$ cat config.mk
export PLATFORM = sky130hd
export DESIGN_NAME = aes_op_buf_scheduler
export DESIGN_NICKNAME = d
export VERILOG_FILES = /design/src/rtl/aes_op_buf_scheduler.sv
export SDC_FILE = /design/constraint.sdc
export NUM_CORES = 1
export LEC_CHECK = 0
export CAP_MARGIN = 20
export CELL_PAD_IN_SITES_DETAIL_PLACEMENT = 0
export CELL_PAD_IN_SITES_GLOBAL_PLACEMENT = 1
export CORE_AREA = 2 2 264 266
export CTS_CLUSTER_DIAMETER = 100
export DETAILED_ROUTE_END_ITERATION = 8
export DIE_AREA = 0 0 266 268
export PLACE_DENSITY_LB_ADDON = 0.15
export SYNTH_ARGS = -nofsm -noshare
export SYNTH_HDL_FRONTEND = slang
export SYNTH_SLANG_ARGS = --single-unit
$ cat constraint.sdc
create_clock -name aes_clk -period 3.9 [get_ports aes_clk]
set_clock_uncertainty 0.2 [all_clocks]
set_input_delay 0.975 -clock aes_clk [delete_from_list [all_inputs] [get_ports aes_clk]]
set_output_delay 0.975 -clock aes_clk [all_outputs]
set_load 0.02 [all_outputs]
$ cat src/rtl/aes_op_buf_scheduler.sv
// Round-robin scheduler sharing one op-buffer input port among NUM_REQ AES cores,
// with a per-requester burst limit and a delivered-block counter.
module aes_op_buf_scheduler #(
  parameter int NUM_REQ   = 4,
  parameter int NO_ROWS   = 4,
  parameter int NO_COLS   = 4,
  parameter int MAX_BURST = 2,
  parameter int CNT_W     = 16,
  localparam int ID_W     = (NUM_REQ > 1) ? $clog2(NUM_REQ) : 1,
  localparam int BLK_W    = NO_ROWS * NO_COLS * 8
) (
  input  logic                     aes_clk,
  input  logic                     reset,
  input  logic                     enable,
  input  logic [NUM_REQ-1:0]       req_vld,
  input  logic [NUM_REQ*BLK_W-1:0] req_cipher_txt,
  output logic [NUM_REQ-1:0]       req_rdy,
  output logic                     buf_cipher_txt_vld,
  input  logic                     buf_cipher_txt_rdy,
  output logic [BLK_W-1:0]         buf_cipher_txt,
  output logic [ID_W-1:0]          buf_src_id,
  output logic                     busy,
  output logic [CNT_W-1:0]         blk_cnt
);

  localparam int BURST_W = $clog2(MAX_BURST + 1);

  typedef enum logic [0:0] {StIdle, StXfer} state_t;

  state_t              state;
  logic [ID_W-1:0]     last_win;
  logic [BURST_W-1:0]  burst_cnt;
  logic                win_vld;
  logic [ID_W-1:0]     win_idx;
  logic                grant;
  logic [BURST_W-1:0]  burst_nxt;

  // Scan offsets high to low so the nearest requester after last_win is assigned last.
  always_comb begin
    int idx;
    idx     = 0;
    win_vld = 1'b0;
    win_idx = last_win;
    if (req_vld[last_win] && (burst_cnt < BURST_W'(MAX_BURST))) begin
      win_vld = 1'b1;
    end else begin
      for (int i = NUM_REQ; i >= 1; i--) begin
        idx = (int'(last_win) + i) % NUM_REQ;
        if (req_vld[idx]) begin
          win_vld = 1'b1;
          win_idx = ID_W'(idx);
        end
      end
    end
  end

  always_comb begin
    grant   = (state == StIdle) && enable && win_vld && !reset;
    req_rdy = '0;
    if (grant) begin
      req_rdy[win_idx] = 1'b1;
    end
  end

  always_comb begin
    if (win_idx == last_win) begin
      burst_nxt = (burst_cnt == BURST_W'(MAX_BURST)) ? burst_cnt : burst_cnt + 1'b1;
    end else begin
      burst_nxt = BURST_W'(1);
    end
  end

  always_ff @(posedge aes_clk) begin
    if (reset) begin
      state              <= StIdle;
      buf_cipher_txt_vld <= 1'b0;
      busy               <= 1'b0;
      buf_cipher_txt     <= '0;
      buf_src_id         <= '0;
      blk_cnt            <= '0;
      last_win           <= ID_W'(NUM_REQ - 1);
      burst_cnt          <= BURST_W'(MAX_BURST);
    end else begin
      unique case (state)
        StIdle: begin
          if (grant) begin
            buf_cipher_txt     <= req_cipher_txt[int'(win_idx)*BLK_W +: BLK_W];
            buf_src_id         <= win_idx;
            last_win           <= win_idx;
            burst_cnt          <= burst_nxt;
            state              <= StXfer;
            buf_cipher_txt_vld <= 1'b1;
            busy               <= 1'b1;
          end
        end
        StXfer: begin
          if (buf_cipher_txt_rdy) begin
            blk_cnt            <= blk_cnt + 1'b1;
            state              <= StIdle;
            buf_cipher_txt_vld <= 1'b0;
            busy               <= 1'b0;
          end
        end
        default: state <= StIdle;
      endcase
    end
  end

endmodule

==> results of run 1 <==
## routing by layer
layer,GRT usage (%),part of all wire (%),up-vias
met5,0,0.091,-
met2,34.8,52,405
li1,-,-,6178
met3,4.55,4.9,77
met4,7.65,2.4,10
met1,22.9,40,6578
## placed cells by master, fill, tap and decap left out, drive strengths merged, types with 24 or more instances in the layout
cell type	Yosys	routed
clkbuf	146	26
o311ai	128	128
o211ai	131	131
nand3	136	136
a31oi	128	128
nor2	24	24
o21bai	130	130
or3	131	131
clkdlybuf4s50	0	662
dfxtp	152	152
diode	0	25
buf	28	82
## worst register-to-register path, delay by kind of cell (launching register included)
| kind | cells | cell delay [ps] |
|---|---|---|
| AOI/OAI and AO/OA | 3 | 620 |
| buffers and inverters | 4 | 940 |
| and+or+nand+nor | 2 | 540 |
| DFF | 1 | 530 |
| muxes | 1 | 410 |
## kinds of logic after synthesis
logic type / after synthesis
compound gates: 546
simple gates: 334
buf+inv: 178
flops: 152
xor+xnor: 14
mux: 5
fa+ha+maj: 2
## per-stage QoR
stage	utilization (%)	power (µW)	std cells
5_1_grt	27.5	6450	2742
4_1_cts	27.4	6280	2718
3_5_place_dp	26.5	4220	2686
3_3_place_gp	26.5	4220	2686
2_1_floorplan	-	2810	1231
6_report	27.5	6160	2744
## report_power, final
group | internal (µW) | total [µW] | leakage, µW | switching (µW)
combinational | 1150 | 2410 | 0.00488 | 1260
sequential | 1680 | 1750 | 0.00125 | 74.9
clock | 1150 | 1990 | 0.000311 | 847
total | 3980 | 6160 | 0.00644 | 2180
## flip-flops by register name (all words and copies together) (netlist names)
name / flops
buf_cipher_txt: 128
busy: 1
buf_src_id: 2
last_win: 2
blk_cnt: 16
state: 1
burst_cnt: 2
## synth_stat cells, types with 3 or more instances
master	number
nor2_1	24
dfxtp_1	152
o211ai_1	130
and4_1	3
a31oi_1	128
xnor2_1	3
buf_6	10
nor3_1	7
nand3_1	136
inv_1	3
o311ai_1	110
xor2_1	11
a21oi_1	7
o21bai_1	130
nand2_1	16
o21ai_0	4
buf_2	11
or3_1	131
clkbuf_1	146
buf_1	6
o311ai_0	18
## what timing repair did
action | 4_1_cts | 5_1_grt
gates resized for setup | 31 | 11
setup buffers | 0 | 1
endpoints found under the setup margin | 4 | 4
hold buffers | 0 | 0
pin swaps | 5 | 3
## cell type report
cell class                 instances  area, µm²
fill                            7334      49400
timing repair buffer             748       7620
multi-input combinational        901       6290
sequential                       152       3040
tap                              882       1100
clock buffer                      23        488
clock inverter                     9        161
antenna                           25       62.6
inverter                           4       15.0
## path summary, 6_finish.rpt
kind,from,endpoint,slack (ps),cells after the start
worst max-delay path,req_vld[3],req_rdy[1],50,8
worst min-delay path,buf_src_id[1]$_SDFFE_PP0P_,buf_src_id[1]$_SDFFE_PP0P_,310,2
worst max register to register,last_win[0]$_SDFFE_PP1P_,buf_cipher_txt[40]$_SDFFE_PP0P_,530,10
worst min register to register,buf_src_id[1]$_SDFFE_PP0P_,buf_src_id[1]$_SDFFE_PP0P_,310,2
==> results.sh, run 1 <==
export IMPL_layout_setup_ws_ps=49.9
export IMPL_synth_seq_cells=152
export IMPL_grt_pass1_wl_mm=101
export IMPL_timing_critical_path_arrival_ps=2680
export IMPL_crit_path_end_kind="output port"
export IMPL_start_kind="input pin"
export IMPL_htree_levels=4
export IMPL_run_status="complete, no violations"
export IMPL_ant_nets=0
export IMPL_cp_max_fo=6
export IMPL_gr_total_overflow=0
export IMPL_p_leak_uw=0.00644
export IMPL_drtPass1Iterations=5
export IMPL_worstMarginPinSlew_ps=887
export IMPL_grt_total_usage_pct=19.6
export IMPL_io_buffers=671
export IMPL_setup_violations=0
export IMPL_hold_viol_final=0
export IMPL_synthSimpleGateAreaFrac_pct=18.5
export IMPL_grt_pass1_vias=13500
export IMPL_ir_drop_mv=0.185
export IMPL_p_per_area_nw_per_um2=328
export IMPL_yosys_warnings=0
export IMPL_drc=0
export IMPL_synth_cell_types=56
export IMPL_die_w_um=266
export IMPL_dpl_hpwl_mm=51.6
export IMPL_place_ws_ps=-818
export IMPL_yosysSeqAreaShare_pct=30.5
export IMPL_fin_crit_ps=3850
export IMPL_final_nets=2346
export IMPL_floorplan_initialDensity_pct=14.6
export IMPL_antenna_found_initial=28
export IMPL_path_class="input pin to output port"
export IMPL_cts_made_buffers=17
export IMPL_slowest_stage="nor4b_4"
export IMPL_max_stage_delay_ps=310
export IMPL_synth_xor_area_share_pct=1.23
export IMPL_drt_initial_drc_count=686
export IMPL_die_area_um2=71300
export IMPL_worstHoldPathType="register to register"
export IMPL_wl_per_cell_um=26.6
export IMPL_syn_num_nets=1753
export IMPL_coreArea_um2=68200
export IMPL_worst_path_buf_inv=3
export IMPL_wl_mm=72.9
export IMPL_syn_avg_cell_area_um2=8.11
export IMPL_routed_via_density=4.83
export IMPL_io_pins=672
export IMPL_synthMuxAreaShare_pct=0.702
export IMPL_crit_family="buffers and inverters"
export IMPL_root_buffer="clkbuf_16"
export IMPL_hold_ws_ps=305
export IMPL_via_count=13200
export IMPL_synth_edf_count=0
export IMPL_clkLatencyLatePin_ps=480
export IMPL_clock_sinks=152
export IMPL_synth_fa_ha_area_share_pct=0.251
export IMPL_final_max_slew_viol_count=0
export IMPL_fp_row_count=96
export IMPL_synth_largest_area_cell="dfxtp_1"
export IMPL_dpl_cell_area_um2=18100
export IMPL_path_cells="clkdlybuf4s15_2, mux2_4, a22oi_2, nor4b_4, buf_12, xnor2_1, nor3_1, buf_4"
export IMPL_cts_tree="yes"
export IMPL_cp_required_ps=2720
export IMPL_drv_cap=0
export IMPL_cts_clk_slew_worst_paths_ps=70
export IMPL_fmax_mhz=260
export IMPL_period_share_pct=98.7
export IMPL_clockBufferDepth=2
export IMPL_synth_compound_area_share_pct=41.2
export IMPL_die_h_um=268
export IMPL_layout_drive_gt1_share_pct=7.68
export IMPL_syn_inst=1231
export IMPL_place_congestion=0.826
export IMPL_syn2layout_area_growth_pct=88.1
export IMPL_grt_max_degree=153
export IMPL_syn_area_um2=9980
export IMPL_final_setup_tns_ps=0
export IMPL_synth_area_leaders="dfxtp_1, o211ai_1, o21bai_1, o311ai_1, or3_1"
export IMPL_fin_area_um2=18800
export IMPL_synthArstFlopShare_pct=0
export IMPL_synth_top_area_share_pct=30.5
export IMPL_slew_limit_headroom_pct=40.8
export IMPL_ys_flop_type="dfxtp_1"
export IMPL_synth_top_family_by_area="compound AO/OA/AOI/OAI gates"
(Power assumes the default switching activity.)
==> run 2, diff against run 1 <==
--- a/config.mk
+++ b/config.mk
@@ -5,13 +5,14 @@
 export SDC_FILE = /design/constraint.sdc
 export NUM_CORES = 1
 export LEC_CHECK = 0
+export ABC_AREA = 1
 export CAP_MARGIN = 20
 export CELL_PAD_IN_SITES_DETAIL_PLACEMENT = 0
 export CELL_PAD_IN_SITES_GLOBAL_PLACEMENT = 1
-export CORE_AREA = 2 2 264 266
+export CORE_AREA = 2 2 260 262
 export CTS_CLUSTER_DIAMETER = 100
 export DETAILED_ROUTE_END_ITERATION = 8
-export DIE_AREA = 0 0 266 268
+export DIE_AREA = 0 0 262 264
 export PLACE_DENSITY_LB_ADDON = 0.15
 export SYNTH_ARGS = -nofsm -noshare
 export SYNTH_HDL_FRONTEND = slang
==> run 2 against run 1 <==
Compared with the run above:
- critical endpoint is now req_rdy[0]
- first-iteration DRC count fell by 2.3%
- via count rose by 3.0%
- non-clock buffer count fell by 35
- flip-flop and latch count did not move
- global-route usage fell by 3.0 points
- total power rose by 44%
==> results.sh, run 2 <==
export IMPL_io_pins=672
export IMPL_final_max_slew_viol_count=0
export IMPL_period_share_pct=97.1
export IMPL_die_w_um=262
export IMPL_grt_max_degree=155
export IMPL_regMostFlops="buf_cipher_txt"
export IMPL_top_regs="buf_cipher_txt x128, blk_cnt x16"
export IMPL_p_leak_uw=0.00684
export IMPL_worst_path_buf_inv=4
export IMPL_via_count=13700
export IMPL_yosys_warnings=0
export IMPL_cts_clk_slew_worst_paths_ps=60
export IMPL_regArea_um2=3040
export IMPL_coreArea_um2=66600
export IMPL_syn_area_um2=10000
export IMPL_drv_cap=0
export IMPL_start_kind="input pin"
export IMPL_final_nets=2742
export IMPL_grt_pass1_wl_mm=86.4
export IMPL_crit_path_end_kind="output port"
export IMPL_clkLatencyLatePin_ps=470
export IMPL_sw_frac_of_total_pct=45.6
export IMPL_fp_row_count=95
export IMPL_worstMarginPinSlew_ps=1020
export IMPL_fin_crit_ps=3790
export IMPL_power_frac_seq_pct=21.4
export IMPL_crit_family="buffers and inverters"
export IMPL_setup_violations=0
export IMPL_routed_via_density=4.39
export IMPL_synth_top_area_share_pct=33.0
export IMPL_grt_pass1_vias=13500
export IMPL_hold_viol_final=0
export IMPL_syn2layout_area_growth_pct=81.6
export IMPL_path_class="input pin to output port"
export IMPL_p_int_uw=4810
export IMPL_ant_nets=0
export IMPL_ir_drop_mv=0.810
export IMPL_placed_cells=3073
export IMPL_p_switching_uw=4030
export IMPL_cp_max_fo=6
export IMPL_drt_initial_drc_count=670
export IMPL_hold_ws_ps=270
export IMPL_syn_inst=1646
export IMPL_synth_most_common_cell="nand3_1"
export IMPL_multi_input_area_um2=6060
export IMPL_synth_seq_cells=152
export IMPL_largest_register_ffs=128
export IMPL_synth_area_leaders="nand3_1, dfxtp_1, nor2_1, nand2_1, o21ai_0"
export IMPL_fmax_mhz=264
export IMPL_cts_tree="yes"
export IMPL_drc=0
export IMPL_p_clk_share_pct=21.9
export IMPL_slew_limit_headroom_pct=32.2
export IMPL_synth_cell_types=30
export IMPL_combinationalPowerShare_pct=56.8
export IMPL_synth_edf_count=0
export IMPL_clock_sinks=152
export IMPL_place_congestion=0.823
export IMPL_fin_cells=3109
export IMPL_ys_flop_type="dfxtp_1"
export IMPL_antenna_found_initial=9
export IMPL_path_cells="clkdlybuf4s50_1, inv_1, nand2_1, nand3_1, buf_4, nand3_1, nand2_1, nand2_2, nand2_8, nor3_2, buf_4"
export IMPL_die_h_um=264
export IMPL_final_common_cell="clkdlybuf4s50_1"
export IMPL_slowest_stage="clkdlybuf4s50_1"
export IMPL_post_route_util_pct=27.3
export IMPL_syn_avg_cell_area_um2=6.08
export IMPL_yosysSeqAreaShare_pct=30.4
export IMPL_synthArstFlopShare_pct=0
export IMPL_worstHoldPathType="register to register"
export IMPL_cts_made_buffers=17
export IMPL_p_per_area_nw_per_um2=487
export IMPL_die_area_um2=69200
export IMPL_ys_top_cells_by_count="nand3_1, nor2_1, nand2_1"
export IMPL_htree_levels=4
export IMPL_final_cell_mix="clkdlybuf4s50_1, nand3_1, nor2_1"
export IMPL_grt_total_usage_pct=16.6
export IMPL_dpl_hpwl_mm=44.2
export IMPL_final_fill_count=7403
export IMPL_clockBufferDepth=2
export IMPL_drtPass1Iterations=5
export IMPL_floorplan_initialDensity_pct=15.0
export IMPL_cp_required_ps=2720
export IMPL_gr_total_overflow=0
export IMPL_max_stage_delay_ps=480
export IMPL_io_buffers=671
export IMPL_syn_num_nets=2168
export IMPL_synth_largest_area_cell="nand3_1"
export IMPL_wl_per_cell_um=19.3
export IMPL_run_status="complete, no violations"
export IMPL_timing_critical_path_arrival_ps=2610
export IMPL_root_buffer="clkbuf_16"
export IMPL_wl_mm=59.9
export IMPL_layout_drive_gt1_share_pct=4.66
[run 2: cell types whose count changed after synthesis, sizes merged, moves of 10 or more]
cell    before  now
nand3      136  660
nor2        24  281
nand2       16  191
o21ai        4  136
or3        131    0
o21bai     130    0
o211ai     131    2
o311ai     128    0
a31oi      128    1
clkbuf     146   42
buf         28  116
inv          3   33
xor2        11    1
[run 2: area by class of cell]
type / count / area share (%)
antenna: 3 / 0.0413
clock buffer: 21 / 2.59
clock inverter: 11 / 1.02
inverter: 34 / 0.785
multi-input combinational: 1302 / 33.4
sequential: 152 / 16.8
tap: 873 / 6.01
timing repair buffer: 713 / 39.4
[run 2: path summary, 6_finish.rpt]
kind / slack, ps / from / to / cells after the start
min: 270 / blk_cnt[15]$_SDFFE_PP0P_ / blk_cnt[15]$_SDFFE_PP0P_ / 2
min reg2reg: 270 / blk_cnt[15]$_SDFFE_PP0P_ / blk_cnt[15]$_SDFFE_PP0P_ / 2
max reg2reg: 680 / last_win[0]$_SDFFE_PP1P_ / buf_cipher_txt[100]$_SDFFE_PP0P_ / 16
max: 110 / req_vld[0] / req_rdy[0] / 11
[run 2: metal layers]
metal  vias up  GRT usage (%)  part of all wire, %
met4        12           3.89                  1.3
met5         -              0                 0.14
met2       419           31.2                   52
met3        46           4.62                  7.1
li1       6786              -                    -
met1      6388           18.3                   39
[run 2: power by group through the flow]
stage	logic, µW	clock network [µW]	registers, µW
after detailed placement	5120	0	1920
after global placement	5140	0	1920
final	5020	1940	1890
after global routing	5530	2070	1920
after CTS	5130	2040	1890
after floorplan	2800	0	2170
[run 2: worst register-to-register path, stage by stage, from the launching register on]
cell,delay [ps]
dfxtp_1,560
inv_4,130
nand2_2,120
nand3_2,80
buf_4,130
inv_1,40
nor2_1,40
nand2_1,90
nand2_2,110
nand2_8,130
buf_4,120
buf_4,480
buf_4,500
nand3_1,150
nand3_1,160
nor2_1,50
nor2_1,80
[run 2: what timing repair did]
item	in CTS	in global routing
buffers inserted	0	1
gates resized for setup	16	11
pin swaps	0	2
endpoints found under the setup margin	4	4
hold buffers	0	0
[run 2: cell families (layout without fill, tap and decap cells)]
kind of cell	after synthesis	in the layout	share of synthesized area, %
adder cells (fa/ha/maj)	2	2	0.250
flip-flops	152	152	30.4
buffers and inverters	192	779	9.48
AO/OA/AOI/OAI	156	156	7.96
XOR/XNOR	1	1	0.0876
AND/OR/NAND/NOR	1143	1143	51.8
other	0	3	0
[run 2: metrics by stage]
step                setup slack (ps)  instance area [µm²]  total power, µW  TNS [ps]
floorplan                        320                10000             4970         0
global placement                -407                17500             7060     -2130
detailed placement              -376                17500             7050     -2900
CTS                             19.3                18100             9060         0
global route                   -20.6                18200             9520     -24.7
finish                           113                18200             8850         0
